<file path="src/rtl/core_ctrl_pkg.sv">
// Shared constants, instruction bit map and phase encoding for the core sequencer.
package core_ctrl_pkg;

  localparam int INST_W  = 34;
  localparam int AW      = 11;
  localparam int CNT_W   = 8;

  localparam int COL     = 8;
  localparam int LEN_NIJ = 36;
  localparam int LEN_KIJ = 9;
  localparam int GAP_CYC = 12;

  localparam logic [AW-1:0] W_BASE = 11'h400;
  localparam logic [AW-1:0] A_BASE = 11'h000;

  localparam int BIT_ACC        = 33;
  localparam int BIT_CEN_PMEM   = 32;
  localparam int BIT_WEN_PMEM   = 31;
  localparam int BIT_A_PMEM_LSB = 20;
  localparam int BIT_CEN_XMEM   = 19;
  localparam int BIT_WEN_XMEM   = 18;
  localparam int BIT_A_XMEM_LSB = 7;
  localparam int BIT_OFIFO_RD   = 6;
  localparam int BIT_IFIFO_WR   = 5;
  localparam int BIT_IFIFO_RD   = 4;
  localparam int BIT_L0_RD      = 3;
  localparam int BIT_L0_WR      = 2;
  localparam int BIT_EXECUTE    = 1;
  localparam int BIT_LOAD       = 0;

  // Both memories deselected with write-enable inactive; everything else low.
  localparam logic [INST_W-1:0] INST_IDLE = 34'h1_800C_0000;

  typedef enum logic [2:0] {
    IDLE  = 3'd0,
    W_L0  = 3'd1,
    LOAD  = 3'd2,
    GAP   = 3'd3,
    A_L0  = 3'd4,
    EXEC  = 3'd5,
    DRAIN = 3'd6,
    FIN   = 3'd7
  } phase_e;

endpackage

</file>
<file path="src/rtl/xmem_rd_stream.sv">
// Streams len consecutive xmem reads from base; l0_wr trails the read by the
// one-cycle SRAM latency, and last marks the cycle that catches the final word.
module xmem_rd_stream
  import core_ctrl_pkg::*;
(
  input  logic             clk,
  input  logic             reset,
  input  logic             go,
  input  logic [AW-1:0]    base,
  input  logic [CNT_W-1:0] len,
  output logic             cen,
  output logic [AW-1:0]    addr,
  output logic             l0_wr,
  output logic             last
);

  logic [CNT_W-1:0] idx_q, idx_d;
  logic             rd_q, rd_d;

  always_comb begin
    rd_d  = go && (idx_q < len);
    idx_d = go ? idx_q + CNT_W'(1) : '0;
    cen   = ~rd_d;
    addr  = rd_d ? base + AW'(idx_q) : '0;
    l0_wr = rd_q;
    last  = go && (idx_q == len);
  end

  always_ff @(posedge clk or posedge reset) begin
    if (reset) begin
      idx_q <= '0;
      rd_q  <= 1'b0;
    end else begin
      idx_q <= idx_d;
      rd_q  <= rd_d;
    end
  end

endmodule

</file>
<file path="src/rtl/core_seq_ctrl.sv">
// Per-kernel-position sequencer: weight load, PE load, gap, activation load,
// execute and OFIFO->pmem drain for every kij, all on a registered inst word.
module core_seq_ctrl
  import core_ctrl_pkg::*;
(
  input  logic              clk,
  input  logic              reset,
  input  logic              start,
  input  logic              ofifo_valid,
  output logic [INST_W-1:0] inst,
  output logic              busy,
  output logic              done,
  output logic [3:0]        kij,
  output logic [2:0]        phase
);

  phase_e            state_q, state_d;
  logic [CNT_W-1:0]  cnt_q, cnt_d;
  logic [3:0]        kij_q, kij_d;
  logic              busy_q, busy_d;
  logic              done_q, done_d;
  logic [INST_W-1:0] inst_q, inst_d;

  logic              st_go, st_cen, st_l0_wr, st_last;
  logic [AW-1:0]     st_base, st_addr;
  logic [CNT_W-1:0]  st_len;
  logic [AW-1:0]     pmem_addr;

  assign st_go     = (state_q == W_L0) || (state_q == A_L0);
  assign st_base   = (state_q == W_L0) ? W_BASE + AW'(kij_q) * AW'(COL) : A_BASE;
  assign st_len    = (state_q == W_L0) ? CNT_W'(COL) : CNT_W'(LEN_NIJ);
  assign pmem_addr = AW'(kij_q) * AW'(LEN_NIJ) + AW'(cnt_q);

  xmem_rd_stream u_xmem_rd_stream (
    .clk   (clk),
    .reset (reset),
    .go    (st_go),
    .base  (st_base),
    .len   (st_len),
    .cen   (st_cen),
    .addr  (st_addr),
    .l0_wr (st_l0_wr),
    .last  (st_last)
  );

  always_comb begin
    state_d = state_q;
    cnt_d   = cnt_q + CNT_W'(1);
    kij_d   = kij_q;
    busy_d  = busy_q;
    done_d  = 1'b0;
    inst_d  = INST_IDLE;
    inst_d[BIT_ACC]      = 1'b0;
    inst_d[BIT_IFIFO_WR] = 1'b0;
    inst_d[BIT_IFIFO_RD] = 1'b0;

    case (state_q)
      IDLE: begin
        cnt_d = '0;
        if (start) begin
          state_d = W_L0;
          kij_d   = '0;
          busy_d  = 1'b1;
        end
      end
      W_L0, A_L0: begin
        inst_d[BIT_CEN_XMEM]              = st_cen;
        inst_d[BIT_A_XMEM_LSB +: AW]      = st_addr;
        inst_d[BIT_L0_WR]                 = st_l0_wr;
        if (st_last) begin
          cnt_d   = '0;
          state_d = (state_q == W_L0) ? LOAD : EXEC;
        end
      end
      LOAD: begin
        inst_d[BIT_LOAD]  = 1'b1;
        inst_d[BIT_L0_RD] = (cnt_q < CNT_W'(COL));
        if (cnt_q == CNT_W'(3 * COL - 1)) begin
          cnt_d   = '0;
          state_d = GAP;
        end
      end
      GAP: begin
        if (cnt_q == CNT_W'(GAP_CYC - 1)) begin
          cnt_d   = '0;
          state_d = A_L0;
        end
      end
      EXEC: begin
        inst_d[BIT_EXECUTE] = 1'b1;
        inst_d[BIT_L0_RD]   = 1'b1;
        if (cnt_q == CNT_W'(LEN_NIJ - 1)) begin
          cnt_d   = '0;
          state_d = DRAIN;
        end
      end
      DRAIN: begin
        // cnt only advances on a real row transfer; a stall holds the address.
        cnt_d = cnt_q;
        if (ofifo_valid) begin
          inst_d[BIT_OFIFO_RD]          = 1'b1;
          inst_d[BIT_CEN_PMEM]          = 1'b0;
          inst_d[BIT_WEN_PMEM]          = 1'b0;
          inst_d[BIT_A_PMEM_LSB +: AW]  = pmem_addr;
          cnt_d = cnt_q + CNT_W'(1);
          if (cnt_q == CNT_W'(LEN_NIJ - 1)) begin
            cnt_d = '0;
            if (kij_q < 4'(LEN_KIJ - 1)) begin
              kij_d   = kij_q + 4'd1;
              state_d = W_L0;
            end else begin
              state_d = FIN;
            end
          end
        end
      end
      FIN: begin
        cnt_d   = '0;
        kij_d   = '0;
        busy_d  = 1'b0;
        done_d  = 1'b1;
        state_d = IDLE;
      end
      default: begin
        cnt_d   = '0;
        state_d = IDLE;
      end
    endcase
  end

  always_ff @(posedge clk or posedge reset) begin
    if (reset) begin
      state_q <= IDLE;
      cnt_q   <= '0;
      kij_q   <= '0;
      busy_q  <= 1'b0;
      done_q  <= 1'b0;
      inst_q  <= INST_IDLE;
    end else begin
      state_q <= state_d;
      cnt_q   <= cnt_d;
      kij_q   <= kij_d;
      busy_q  <= busy_d;
      done_q  <= done_d;
      inst_q  <= inst_d;
    end
  end

  assign inst  = inst_q;
  assign busy  = busy_q;
  assign done  = done_q;
  assign kij   = kij_q;
  assign phase = state_q;

endmodule

</file>
<file path="config.mk">
export PLATFORM = sky130hd
export DESIGN_NAME = core_seq_ctrl
export DESIGN_NICKNAME = d
export VERILOG_FILES = /design/src/rtl/core_ctrl_pkg.sv /design/src/rtl/xmem_rd_stream.sv /design/src/rtl/core_seq_ctrl.sv
export SDC_FILE = /design/constraint.sdc
export NUM_CORES = 1
export LEC_CHECK = 0
export BUFFER_PORTS_ARGS = -buffer_cell sky130_fd_sc_hd__buf_2
export CORE_UTILIZATION = 53
export CTS_BUF_LIST = sky130_fd_sc_hd__clkbuf_16
export CTS_CLUSTER_DIAMETER = 40
export DETAILED_ROUTE_END_ITERATION = 8
export PLACE_DENSITY_LB_ADDON = 0.1
export SYNTH_ARGS = -nofsm -noshare
export SYNTH_HDL_FRONTEND = slang
export SYNTH_HIERARCHICAL = 1
export SYNTH_SLANG_ARGS = --single-unit
</file>
<file path="constraint.sdc">
create_clock -name clk -period 4.9 [get_ports clk]
set_input_delay 0 -clock clk [delete_from_list [all_inputs] [get_ports clk]]
set_output_delay 0 -clock clk [all_outputs]
set_load 0.01 [all_outputs]
</file>
---- After elaboration in Yosys (flattened, before gate mapping) ----
Index checks and enable logic that the tools add are counted.
word-level totals
  register bits ........................... 56
  bits of input ports ..................... 4
  logic and storage cells ................. 87
  output and inout port bits .............. 43
operators by class
  $lt $le $gt $ge ......................... 3
  add/sub/neg operators ................... 6
  bitwise gates (word level) .............. 1
  equality and inequality tests ........... 19
  $mul .................................... 1
  mux-type cells .......................... 38
  reduce and logical (&&, ||, !) cells .... 11
operator list
  cell                     number
  $mux W8                  6
  $pmux W8 S6              1
  $mux W11                 3
  $mux W3                  9
  $mux W13                 2
  $pmux W3 S7              1
  $add A8 B1 Y8 const B    2
  $mux W4                  4
  $ne A2 B2 Y1 const B     8
  $eq A3 B3 Y1 const B     4
  $pmux W4 S3              1
  $add A10 B8 Y11          1
  $add A11 B7 Y11 const A  1
  $add A11 B8 Y11          1
  $eq A8 B4 Y1 const B     1
  $eq A8 B5 Y1 const B     1
  $eq A8 B6 Y1             1
  $eq A8 B6 Y1 const B     1
  $lt A8 B4 Y1 const B     1
  $lt A8 B6 Y1             1
  $mul A4 B4 Y8 const B    1
  $mux W1                  8
  $reduce_and A7 Y1        1
  $eq A3 B2 Y1 const B     2
  14 further kinds         17

---- Logic depth before layout (Yosys ltp) ----
  depth in word-level cells ............... 6
  mapped depth ............................ 13
  depth with buffers taken out ............ 11

---- Cells and area by module ----
Netlist, hierarchy kept.
by module, submodules not included
  module          sequential area each (µm²)  area each (µm²)  instances  cells an instance
  core_seq_ctrl   1153.6                      2356.0           1          235
  xmem_rd_stream  225.2                       1062.3           1          132

---- Worst setup path before layout ----
OpenSTA, ideal clock, no wires.
  path type ............................... register to register
  start ................................... register state_q[0], in the netlist phase[0]
  end ..................................... register cnt_q[3]
  cell stages (with the launch flop) ...... 14
  setup slack ............................. 1.876 ns
  clock period less this slack ............ 3.024 ns
  arrival ................................. 2.942 ns
  path buffers ............................ 2
  library setup time ...................... 0.083 ns
  data required time ...................... 4.817 ns
  cells stage by stage .................... dfrtp_1 buf_6 clkbuf_1 nor3b_1 inv_1 inv_1 ha_1 and3_1 and2_1 and3_1 a21oi_1 a221o_2 or4b_1 o21ai_0
on the way
  longest elaborated chain between the ends .. 6
  elaborated cells between the ends (all ways) .. 17
  classes of those cells .................. eq/ne (9); mux (3); reduce/logical (5)
ends and longest elaborated chain
  item                    line                  source
  from (decl)             core_seq_ctrl.sv:17   phase_e state_q, state_d;
  from (signal assigned)  core_seq_ctrl.sv:140  state_q <= state_d;
  $eq A3 B1 Y1            core_seq_ctrl.sv:31   assign st_len = (state_q == W_L0) ? CNT_W'(COL) : CNT_W'(LEN_NIJ);
  $mux W6                 core_seq_ctrl.sv:31
  via st_len[2]           core_seq_ctrl.sv:26   logic [CNT_W-1:0] st_len;
  $eq A8 B6 Y1            xmem_rd_stream.sv:26  last = go && (idx_q == len);
  $logic_and A1 B1 Y1     xmem_rd_stream.sv:26
  via st_last             core_seq_ctrl.sv:24   logic st_go, st_cen, st_l0_wr, st_last;
  $mux W8                 core_seq_ctrl.sv:70   if (st_last) begin
  $pmux W8 S6             core_seq_ctrl.sv:57   case (state_q)
  to (signal assigned)    core_seq_ctrl.sv:141  cnt_q <= cnt_d;
  to (decl)               core_seq_ctrl.sv:18   logic [CNT_W-1:0] cnt_q, cnt_d;
The timed path passes the listed nets, and every way through them passes these cells.
A chain may end at the register's enable or synchronous reset.

---- Worst setup path after layout ----
Ends and elaborated chain as after synthesis.

==> results.cfg <==
[die]
start_util = 0.564
boundaryPins = 47
die_x_um = 82.3
die_area_sq_um = 6770
fp.dieH_um = 82.3
coreArea_sq_um = 6060
std_cell_rows = 28

[global_routing]
grt_max_degree = 47
grt_pass1_vias = 2528
grtUsageTotal = 0.223
grt_pass1_wl_um = 11700
antenna_found_initial = 0
overflow = 0

[placement]
dpl.hpwl_um = 4830
place_ws_ns = 1.65
dp.cells = 491
gp_congestion = 0.809
placed_area_sq_um = 3720
placement.io_buffers = 42

[yosys]
synth_top_cell_by_area = dfrtp_1
yosysWarnings = 6
yosysSeqAreaShare = 0.403
netlist_instances = 367
synth_area_sq_um = 3420
synth-edff-count = 0
yosysUniqueCellTypes = 60
async_flop_share = 1.00
ys_top_cells_by_area = dfrtp_1 (39%), ha_1 (11%), and2_1 (4.8%)
synth_seq_cells = 55
syn_avg_cell_area_sq_um = 9.31
synth_top_area_frac = 0.388
synthFlopType = dfrtp_1

[sta]
min_period_ns = 3.36
hold_violations = 0
final-max-slew-violation-count = 0
min_period_over_period = 0.685
max_freq_mhz = 298
setup-tns-final_ns = 0
max_slew_margin = 0.361
setup_ws_ns = 1.54
fin_skew_ns = 0.00969
finalSetupViolCount = 0
tightest_slew_ns = 0.957
rsz0062_at_grt = no

[drt]
avgRoutedWirePerCell_um = 13.3
wirelength_um = 6650
drc = 0
avgViaCountPerCell = 5.36
vias = 2682
ant_nets = 0
drtIter0Drc = 142
dr.pass1.iters = 4

[pwr]
total_power_w = 0.00182
power_density_nw_per_um2 = 467
vdd_ir_drop_max_mv = 0.491
leakage_nw = 2.03

[finish]
layout_commonest_cell = dfrtp_1
multi_input_area_sq_um = 1920
fin_area_sq_um = 3890
antenna_cells = 0
instances_no_fill = 500
fill_cells = 514
layout_common_cells = dfrtp_1 (53), buf_2 (42), nor2_1 (35), ha_1 (29), inv_1 (27)
syn_to_final_growth_pct = 13.9
fin_nets = 459
drive_gt1_frac = 0.160
ff_latch_area_sq_um = 1380

[clocking]
cts_hold_buf = 1
htreeDepth = 2
cts-root-buf = clkbuf_16
cts_resized = 0
path_clk_slew_ns = 0.07
postCtsSetupRepairBufs = 0
cts_made_buffers = 5
clock_latency_ns = 0.28
cts_max_path_buffers = 2
cts_sinks = 55
tritoncts = yes

[setup_path]
worstPathMaxFanout = 20
reg2regPathDepth = 11
worstSetupEndpointType = register
cp_slowest_stage_delay_ns = 0.74
critPathLaunchType = register
rr_startpoint = phase[0]
cp_top_family = simple AND/OR/NAND/NOR gates
required_ns = 5.10
worstPathArrival_ns = 3.56
rrSetupSlack_ns = 1.54
path_class = register to register
critical_path_buf_inv_count = 2
reg2reg_to = cnt_q[3]
slowest_stage = dfrtp_1
crit_chain = nor3b_1 > inv_1 > inv_1 > ha_1 > and3_1 > and2_1 > and3_1 > a21oi_1 > a221o_2 > or4b_1 > o21ai_0

[flow_run]
maxCapViolCount = 0

[worst_hold_path]
worstHoldPathCells = 2
holdPathEnd = inst[22]
hold_class = input pin to register
hold_start = ofifo_valid

[run_status]
status = complete, no violations
## flip-flops by register name, summed over array words and instances, names as in the netlist
name,cells
cnt_q,8
u_xmem_rd_stream/l0_wr,1
inst,29
kij,4
phase,3
u_xmem_rd_stream/idx_q,8
busy,1
done,1
## per-layer routing
metal	vias to the layer above	share of wire	GRT usage
li1	1349	-	-
met1	1255	0.50	0.323
met2	76	0.45	0.356
met3	2	0.047	0.0297
met4	0	0.0047	0.0456
met5	-	0	0
## where the power goes
| group | total [W] | leakage [nW] | internal [W] | switching (W) |
|---|---|---|---|---|
| Sequential | 0.000671 | 0.737 | 0.000545 | 0.000126 |
| Clock | 0.000386 | 0.0812 | 0.000238 | 0.000148 |
| Combinational | 0.000763 | 1.21 | 0.000321 | 0.000441 |
## worst max path at each step
stage / from / end / slack (ns) / cells past startpoint
detailed placement: phase[0] / cnt_q[3] / 1.65 / 11
CTS: phase[0] / cnt_q[3] / 1.54 / 11
finish: phase[0] / cnt_q[3] / 1.54 / 11
global route: phase[0] / cnt_q[3] / 1.21 / 11
global placement: phase[0] / cnt_q[3] / 1.77 / 11
floorplan: phase[0] / cnt_q[3] / 1.88 / 13
## final cells by class
cell class / count / share of cell area
clock buffers: 5 / 0.0321
well taps: 75 / 0.0241
repair buffers: 44 / 0.0585
multi-input cells: 288 / 0.492
flip-flops and latches: 55 / 0.354
inverters: 30 / 0.0289
clock inverters: 3 / 0.00996
## cells by family after synthesis
logic type / Yosys count / synth area share
AO/OA/AOI/OAI: 75 / 0.148
adder cells (fa/ha/maj): 31 / 0.118
multiplexers: 3 / 0.00952
XOR/XNOR: 21 / 0.0538
other: 2 / 0.00220
buffers and inverters: 43 / 0.0567
AND/OR/NAND/NOR: 137 / 0.209
flip-flops: 55 / 0.403
## synthesized netlist by cell type (4+ instances only)
library cell  instances
buf_4                 6
nand3_1              12
and3_1                8
nand2_1              21
nor2b_1               9
nor2_1               35
xor2_1                8
ha_1                 29
inv_1                28
dfrtp_1              53
nor3_1                6
o21ai_0              14
a21o_1                8
a22o_1                4
o211ai_1              4
a21oi_1              20
xnor2_1              13
and2_1               26
## metrics by stage
step	util	hold slack, ns
finish	0.642	0.0261
global route	0.642	0.0304
CTS	0.642	0.0235
detailed placement	0.614	-0.00598
global placement	0.614	-0.00641
floorplan	-	-0.172
Note: power is estimated with default switching activity, not from simulation.
